===== src/rtl/alu_serial_host_if.sv =====
// Bundle of request, ALU-drive and response signals for alu_serial_host.
// slave  = the host controller itself.
// master = the requester/consumer side, which also plays the bit-serial ALU.
interface alu_serial_host_if;
  logic       req_valid;
  logic       req_ready;
  logic [3:0] req_a;
  logic [3:0] req_b;
  logic [2:0] req_op;

  logic [3:0] alu_a;
  logic [3:0] alu_b;
  logic [2:0] alu_op;
  logic [3:0] alu_c;
  logic       alu_carry;
  logic       alu_sign;
  logic       alu_zero;

  logic       rsp_valid;
  logic       rsp_ready;
  logic [3:0] rsp_c;
  logic [2:0] rsp_flags;
  logic       rsp_err;
  logic       chk_mismatch;

  modport slave (
    input  req_valid, req_a, req_b, req_op,
    input  alu_c, alu_carry, alu_sign, alu_zero,
    input  rsp_ready,
    output req_ready, alu_a, alu_b, alu_op,
    output rsp_valid, rsp_c, rsp_flags, rsp_err, chk_mismatch
  );

  modport master (
    output req_valid, req_a, req_b, req_op,
    output alu_c, alu_carry, alu_sign, alu_zero,
    output rsp_ready,
    input  req_ready, alu_a, alu_b, alu_op,
    input  rsp_valid, rsp_c, rsp_flags, rsp_err, chk_mismatch
  );
endinterface


===== src/rtl/alu_serial_host.sv =====
// Host controller for the bit-serial 4-bit ALU: takes one request, drives the
// ALU for exactly one full serial pass, captures result/flags, checks them
// against a reference model and returns them on a valid/ready response.
module alu_serial_host #(
  parameter int HOLD_CYCLES   = 5,
  parameter int SETTLE_CYCLES = 1
) (
  input  logic              i_clk,
  input  logic              i_rst_n,
  alu_serial_host_if.slave  bus
);

  localparam logic [2:0] S_IDLE    = 3'd0;
  localparam logic [2:0] S_ISSUE   = 3'd1;
  localparam logic [2:0] S_SETTLE  = 3'd2;
  localparam logic [2:0] S_CAPTURE = 3'd3;
  localparam logic [2:0] S_RESP    = 3'd4;

  localparam logic [2:0] OP_XOR = 3'b001;
  localparam logic [2:0] OP_ADD = 3'b010;
  localparam logic [2:0] OP_AND = 3'b011;
  localparam logic [2:0] OP_SUB = 3'b100;

  localparam int CNT_MAX = (HOLD_CYCLES > SETTLE_CYCLES) ? HOLD_CYCLES : SETTLE_CYCLES;
  localparam int CNT_W   = $clog2(CNT_MAX + 1);

  logic [2:0]       r_state;
  logic [CNT_W-1:0] r_cnt;
  logic             r_req_ready;
  logic [3:0]       r_alu_a;
  logic [3:0]       r_alu_b;
  logic [2:0]       r_alu_op;
  logic [6:0]       r_exp;          // {c, carry, sign, zero} from the model
  logic             r_rsp_valid;
  logic [3:0]       r_rsp_c;
  logic [2:0]       r_rsp_flags;
  logic             r_rsp_err;
  logic             r_chk_mismatch;

  logic [4:0] w_sum;
  logic [4:0] w_diff;
  logic [3:0] w_c;
  logic       w_carry;
  logic       w_legal;
  logic [6:0] w_exp;
  logic [6:0] w_capt;
  logic       w_mis;

  // Reference model of the ALU, evaluated on the incoming request.
  always_comb begin
    w_sum   = {1'b0, bus.req_a} + {1'b0, bus.req_b};
    w_diff  = {1'b0, bus.req_a} - {1'b0, bus.req_b};
    w_c     = 4'd0;
    w_carry = 1'b0;
    w_legal = 1'b1;
    case (bus.req_op)
      OP_ADD: begin w_c = w_sum[3:0];  w_carry = w_sum[4];  end
      OP_SUB: begin w_c = w_diff[3:0]; w_carry = w_diff[4]; end  // borrow
      OP_AND: w_c = bus.req_a & bus.req_b;
      OP_XOR: w_c = bus.req_a ^ bus.req_b;
      default: w_legal = 1'b0;
    endcase
    w_exp = {w_c, w_carry, w_c[3], (w_c == 4'd0)};
  end

  assign w_capt = {bus.alu_c, bus.alu_carry, bus.alu_sign, bus.alu_zero};
  assign w_mis  = (w_capt != r_exp);

  // Control FSM plus all registered outputs.
  always_ff @(posedge i_clk) begin
    if (!i_rst_n) begin
      r_state        <= S_IDLE;
      r_cnt          <= '0;
      r_req_ready    <= 1'b1;
      r_alu_a        <= 4'd0;
      r_alu_b        <= 4'd0;
      r_alu_op       <= 3'd0;
      r_exp          <= 7'd0;
      r_rsp_valid    <= 1'b0;
      r_rsp_c        <= 4'd0;
      r_rsp_flags    <= 3'd0;
      r_rsp_err      <= 1'b0;
      r_chk_mismatch <= 1'b0;
    end else begin
      case (r_state)
        S_IDLE: begin
          if (bus.req_valid) begin
            r_req_ready <= 1'b0;
            r_exp       <= w_exp;
            if (w_legal) begin
              r_alu_a  <= bus.req_a;
              r_alu_b  <= bus.req_b;
              r_alu_op <= bus.req_op;
              r_cnt    <= '0;
              r_state  <= S_ISSUE;
            end else begin
              // Error response is prepared now; rsp_valid follows one clock
              // later from RESP. The ALU is left untouched.
              r_rsp_c     <= 4'd0;
              r_rsp_flags <= 3'd0;
              r_rsp_err   <= 1'b1;
              r_state     <= S_RESP;
            end
          end
        end
        S_ISSUE: begin
          // Exactly HOLD_CYCLES clocks of op so the ALU's phase counter wraps.
          if (r_cnt == CNT_W'(HOLD_CYCLES - 1)) begin
            r_alu_op <= 3'd0;
            r_cnt    <= '0;
            r_state  <= S_SETTLE;
          end else begin
            r_cnt <= r_cnt + 1'b1;
          end
        end
        S_SETTLE: begin
          if (r_cnt == CNT_W'(SETTLE_CYCLES - 1)) begin
            r_cnt   <= '0;
            r_state <= S_CAPTURE;
          end else begin
            r_cnt <= r_cnt + 1'b1;
          end
        end
        S_CAPTURE: begin
          r_rsp_c     <= bus.alu_c;
          r_rsp_flags <= {bus.alu_carry, bus.alu_sign, bus.alu_zero};
          r_rsp_err   <= w_mis;
          if (w_mis) r_chk_mismatch <= 1'b1;
          r_rsp_valid <= 1'b1;
          r_state     <= S_RESP;
        end
        S_RESP: begin
          // Entered with rsp_valid low only on the illegal-op path.
          if (!r_rsp_valid) begin
            r_rsp_valid <= 1'b1;
          end else if (bus.rsp_ready) begin
            r_rsp_valid <= 1'b0;
            r_req_ready <= 1'b1;
            r_state     <= S_IDLE;
          end
        end
        default: begin
          r_state     <= S_IDLE;
          r_req_ready <= 1'b1;
          r_rsp_valid <= 1'b0;
          r_alu_op    <= 3'd0;
        end
      endcase
    end
  end

  assign bus.req_ready    = r_req_ready;
  assign bus.alu_a        = r_alu_a;
  assign bus.alu_b        = r_alu_b;
  assign bus.alu_op       = r_alu_op;
  assign bus.rsp_valid    = r_rsp_valid;
  assign bus.rsp_c        = r_rsp_c;
  assign bus.rsp_flags    = r_rsp_flags;
  assign bus.rsp_err      = r_rsp_err;
  assign bus.chk_mismatch = r_chk_mismatch;

endmodule


===== src/flat_wrapper.sv =====
// flat-port wrapper written by rule: the top's interface ports become plain ports
module alu_serial_host_flat 
#(
  parameter int HOLD_CYCLES   = 5,
  parameter int SETTLE_CYCLES = 1
)
  (i_clk, i_rst_n, bus_req_valid, bus_req_a, bus_req_b, bus_req_op, bus_alu_c, bus_alu_carry, bus_alu_sign, bus_alu_zero, bus_rsp_ready, bus_req_ready, bus_alu_a, bus_alu_b, bus_alu_op, bus_rsp_valid, bus_rsp_c, bus_rsp_flags, bus_rsp_err, bus_chk_mismatch);
  alu_serial_host_if bus_i ();
  input  logic i_clk;
  input  logic i_rst_n;
  input wire logic [$bits(bus_i.req_valid)-1:0] bus_req_valid;
  input wire logic [$bits(bus_i.req_a)-1:0] bus_req_a;
  input wire logic [$bits(bus_i.req_b)-1:0] bus_req_b;
  input wire logic [$bits(bus_i.req_op)-1:0] bus_req_op;
  input wire logic [$bits(bus_i.alu_c)-1:0] bus_alu_c;
  input wire logic [$bits(bus_i.alu_carry)-1:0] bus_alu_carry;
  input wire logic [$bits(bus_i.alu_sign)-1:0] bus_alu_sign;
  input wire logic [$bits(bus_i.alu_zero)-1:0] bus_alu_zero;
  input wire logic [$bits(bus_i.rsp_ready)-1:0] bus_rsp_ready;
  output wire logic [$bits(bus_i.req_ready)-1:0] bus_req_ready;
  output wire logic [$bits(bus_i.alu_a)-1:0] bus_alu_a;
  output wire logic [$bits(bus_i.alu_b)-1:0] bus_alu_b;
  output wire logic [$bits(bus_i.alu_op)-1:0] bus_alu_op;
  output wire logic [$bits(bus_i.rsp_valid)-1:0] bus_rsp_valid;
  output wire logic [$bits(bus_i.rsp_c)-1:0] bus_rsp_c;
  output wire logic [$bits(bus_i.rsp_flags)-1:0] bus_rsp_flags;
  output wire logic [$bits(bus_i.rsp_err)-1:0] bus_rsp_err;
  output wire logic [$bits(bus_i.chk_mismatch)-1:0] bus_chk_mismatch;
  assign bus_i.req_valid = bus_req_valid;
  assign bus_i.req_a = bus_req_a;
  assign bus_i.req_b = bus_req_b;
  assign bus_i.req_op = bus_req_op;
  assign bus_i.alu_c = bus_alu_c;
  assign bus_i.alu_carry = bus_alu_carry;
  assign bus_i.alu_sign = bus_alu_sign;
  assign bus_i.alu_zero = bus_alu_zero;
  assign bus_i.rsp_ready = bus_rsp_ready;
  assign bus_req_ready = bus_i.req_ready;
  assign bus_alu_a = bus_i.alu_a;
  assign bus_alu_b = bus_i.alu_b;
  assign bus_alu_op = bus_i.alu_op;
  assign bus_rsp_valid = bus_i.rsp_valid;
  assign bus_rsp_c = bus_i.rsp_c;
  assign bus_rsp_flags = bus_i.rsp_flags;
  assign bus_rsp_err = bus_i.rsp_err;
  assign bus_chk_mismatch = bus_i.chk_mismatch;
  alu_serial_host #(.HOLD_CYCLES(HOLD_CYCLES), .SETTLE_CYCLES(SETTLE_CYCLES)) u_core (.i_clk(i_clk), .i_rst_n(i_rst_n), .bus(bus_i));
endmodule

===== config.mk =====
export PLATFORM = sky130hd
export DESIGN_NAME = alu_serial_host_flat
export DESIGN_NICKNAME = d
export VERILOG_FILES = /design/src/rtl/alu_serial_host_if.sv /design/src/rtl/alu_serial_host.sv /design/src/flat_wrapper.sv
export SDC_FILE = /design/constraint.sdc
export NUM_CORES = 1
export LEC_CHECK = 0
export ABC_CLOCK_PERIOD_IN_PS = 4500
export BUFFER_PORTS_ARGS = -buffer_cell sky130_fd_sc_hd__buf_2
export CORE_ASPECT_RATIO = 0.6
export CORE_MARGIN = 4
export CORE_UTILIZATION = 35
export DETAILED_ROUTE_END_ITERATION = 16
export GPL_TIMING_DRIVEN = 0
export PLACE_DENSITY_LB_ADDON = 0.05
export SYNTH_ARGS = -nofsm -noshare
export SYNTH_HDL_FRONTEND = slang
export SYNTH_SLANG_ARGS = --single-unit
export TNS_END_PERCENT = 20

===== constraint.sdc =====
create_clock -name i_clk -period 4.5 [get_ports i_clk]
set_input_delay 0.675 -clock i_clk [delete_from_list [all_inputs] [get_ports i_clk]]
set_output_delay 0.675 -clock i_clk [all_outputs]
set_load 0.005 [all_outputs]

==> tab_implementation.tex <==
\begin{tabular}{lr}
\hline
Metric & Value \\
\hline
\multicolumn{2}{l}{\textbf{Worst setup path}} \\
Cell at the slowest stage of the critical path & fa\_1 \\
Critical setup path kind & in -> reg \\
Arrival time reported for the critical path endpoint & 2.39 ns \\
Crit path largest cell delay & 0.41 ns \\
Worst-path maximum fanout & 3 \\
Library cell appearing most often on the critical path & a21oi\_1 \\
Required arrival time at the worst endpoint & 4.72 ns \\
Endpoint class of the critical path & flop \\
Register-to-Register Setup Slack & 2.63 ns \\
Worst path cell trace & buf\_2, ha\_1, inv\_1, fa\_1, nor3b\_1, a21oi\_1, o22a\_1, or2\_2, a21oi\_1 \\
Startpoint types & primary input \\
\multicolumn{2}{l}{\textbf{Logic synthesis}} \\
Mapped Avg Cell Area & 8.49 sq um \\
Post-synthesis cell count & 223 \\
Yosys warning count & 0 \\
Top cell type's share of synthesized area & 0.359 \\
Synthesized Nets & 257 \\
Largest area contributor in the synthesized netlist & dfxtp\_1 \\
Dominant synthesized flop cell & dfxtp\_1 \\
Post-Syn Area & 1890 sq um \\
Most instantiated cells after synthesis & dfxtp\_1 (34), nor2\_1 (25), a21oi\_1 (19) \\
Cell types with the largest area share after synthesis & dfxtp\_1 (36\%), ha\_1 (6.6\%), a21oi\_1 (5.0\%) \\
Sequential element share of the synthesized area & 0.359 \\
Number of distinct library cell variants in the gate-level netlist after synthesis & 51 \\
Number of flip-flops and latches in the synthesized netlist & 34 \\
Count leader, synth & dfxtp\_1 \\
Count of flip-flops with a built-in enable after synthesis & 0 \\
Share of async-settable or async-resettable flops after synthesis & 0 \\
\multicolumn{2}{l}{\textbf{Clock tree}} \\
Clock sink count & 34 \\
CTS Buffer Depth & 2 \\
Quantity of gates resized following cts & 0 \\
Number of buffers inserted during clock tree synthesis & 5 \\
Clock transition at path regs & 0.07 ns \\
TritonCTS clock tree & done \\
Count of buffers added by post-CTS timing repair for setup & 0 \\
Root cell of the clock tree & clkbuf\_8 \\
Cts-stage hold buffer count & 0 \\
Maximum level of the CTS H-tree & 2 \\
Clock latency on the worst-skew pair & 0.28 ns \\
\multicolumn{2}{l}{\textbf{Placed design}} \\
Count of port buffers added during placement & 43 \\
RePlAce Congestion & 0.852 \\
Worst setup timing slack at the placement stage & 2.04 ns \\
Estimated wirelength of the detail-placed design & 3.84 mm \\
Post-Place Cell Area & 2190 sq um \\
Number of placed instances with taps included & 332 \\
\multicolumn{2}{l}{\textbf{Power}} \\
Power consumption & 0.799 mW \\
Peak VDD IR & 0.111 mV \\
Combinational share of power & 0.233 \\
Switching component of the power & 0.233 mW \\
Flop pwr share & 0.419 \\
Cell internal power dissipation & 0.566 mW \\
Clock network fraction of total power & 0.348 \\
P per Cell Area & 347 nW/um\^{}2 \\
Switching Share & 0.292 \\
LEAKAGE & 1.02 nW \\
\multicolumn{2}{l}{\textbf{Timing}} \\
Max-slew violations & 0 \\
Worst slew margin relative to its limit & 0.504 \\
Final setup TNS & 0 ns \\
Maximum frequency from static timing analysis & 460 MHz \\
Skew final & 0.00581 ns \\
Post-layout min period & 2.17 ns \\
Final Setup Violations & 0 \\
Actual transition at the worst max-transition pin & 0.742 ns \\
Number of hold-slack violations in the final timing report & 0 \\
Final period utilization & 0.483 \\
Setup repair after global routing missed its margin & no \\
Final WS setup & 2.33 ns \\
\multicolumn{2}{l}{\textbf{Drt}} \\
DRT Wirelength & 4.94 mm \\
Vias after detailed routing & 1702 \\
Number of remaining DRC errors & 0 \\
Number of design-rule violations left by the first detailed-router iteration & 97 \\
Detailed-router iteration count before antenna repair & 4 \\
Via/cell ratio & 5.01 \\
Final routed wire length divided by cell count & 14.5 um \\
Number of routed nets with antenna violations & 0 \\
\multicolumn{2}{l}{\textbf{GRT}} \\
Grt ovf & 0 \\
Number of antenna violations at the first check in global routing & 0 \\
Met3 demand-to-capacity share in global routing & 0.0462 \\
Pin count of the biggest net entering global routing & 12 \\
Total routing usage reported by global routing & 0.154 \\
First-pass GRT wire length & 7.98 mm \\
Global-route met1 utilization & 0.233 \\
Global routing met2 resource utilization & 0.212 \\
GRT Max-Usage Layer & met1 \\
Vias in the first global route & 1641 \\
\multicolumn{2}{l}{\textbf{Layout}} \\
Sequential cell area in the final layout & 681 sq um \\
Number of fillers in the final layout & 542 \\
Relative area change from synthesis to final layout & 21.5\% \\
Area used by multi-input combinational logic & 1100 sq um \\
Count of antenna diodes in the layout & 0 \\
Layout cell share with drive strength beyond 1 & 0.248 \\
Total number of nets in the final design & 307 \\
Final Cell Area & 2300 sq um \\
Non-Filler Instances & 340 \\
\multicolumn{2}{l}{\textbf{Floorplan}} \\
Placeable core area & 5150 sq um \\
Die Width & 103 um \\
Die outline area & 6690 sq um \\
Starting density of the core & 0.367 \\
Die height & 65.0 um \\
Top-level I/O count & 44 \\
Site Rows & 20 \\
\multicolumn{2}{l}{\textbf{Run status}} \\
Run status & finished, final reports clean \\
\multicolumn{2}{l}{\textbf{Run}} \\
Maximum capacitance violations & 0 \\
\multicolumn{2}{l}{\textbf{Min path}} \\
Worst min-delay path class & reg -> reg \\
\hline
\end{tabular}
[registers in the layout (all words and copies together) (netlist names)]
register                 flops
u_core.bus.alu_b             4
u_core.bus.rsp_err           1
u_core.r_cnt                 3
u_core.bus.chk_mismatch      1
u_core.bus.req_ready         1
u_core.r_exp                 6
u_core.bus.alu_op            3
u_core.bus.rsp_c             4
u_core.bus.alu_a             4
u_core.r_state               3
u_core.bus.rsp_valid         1
u_core.bus.rsp_flags         3
[layer usage]
layer  vias up  part of all wire
met2        30              0.38
met1       784              0.56
met5         -                 0
met4         0            0.0055
li1        884                 -
met3         4             0.052
[cell usage in the layout (no fill, tap or decap), drive strengths merged, types with 3 or more instances in the layout]
cell	n
buf	49
dfxtp	34
nor2	25
a21oi	20
inv	15
nand2	14
clkbuf	11
ha	10
nand3	9
nor3	8
o21ai	7
mux2i	7
a22oi	7
xnor2	6
and2	4
xor2	3
a211oi	3
[final cells by class]
class                      count  area share
clock inverter                 3      0.0174
inverter                      15      0.0245
sequential                    34       0.296
buffer                        12      0.0266
tap                           66      0.0359
clock buffer                   5      0.0299
multi-input combinational    162       0.476
timing repair buffer          43      0.0935
[cell families after synthesis]
logic type	count (synthesis)	share of synthesized area
AND/OR/NAND/NOR	79	0.211
AO/OA/AOI/OAI	55	0.201
flip-flops	34	0.359
adder cells (fa/ha/maj)	12	0.0872
XOR/XNOR	9	0.0416
multiplexers	7	0.0370
buffers and inverters	27	0.0621
[power groups by stage]
stage	logic, mW	clock network, mW	registers (mW)
detailed placement	0.186	0	0.342
global route	0.207	0.305	0.337
finish	0.186	0.278	0.335
CTS	0.187	0.286	0.335
global placement	0.185	0	0.342
floorplan	0.127	0	0.341
[path summary, 6_finish.rpt]
path                        from              endpoint  depth (start not counted)
max                 bus_req_b[0]       u_core.r_exp[4]                          9
min          u_core.bus.alu_b[2]   u_core.bus.alu_b[2]                          2
max reg2reg    u_core.r_state[1]  u_core.bus.alu_op[1]                          7
min reg2reg  u_core.bus.alu_b[2]   u_core.bus.alu_b[2]                          2
[through the flow]
stage | util | hold WS, ns
2_1_floorplan | - | 0.449
5_1_grt | 0.446 | 0.489
3_3_place_gp | 0.425 | 0.442
3_5_place_dp | 0.425 | 0.447
6_report | 0.446 | 0.452
4_1_cts | 0.446 | 0.457
[worst max-delay path: cells and delay by family]
| family | cells | cell delay [ns] |
|---|---|---|
| buf+inv | 2 | 0.19 |
| fa+ha+maj | 2 | 0.65 |
| simple gates | 2 | 0.48 |
| compound gates | 3 | 0.40 |
Note: power is estimated with default switching activity, not from simulation.
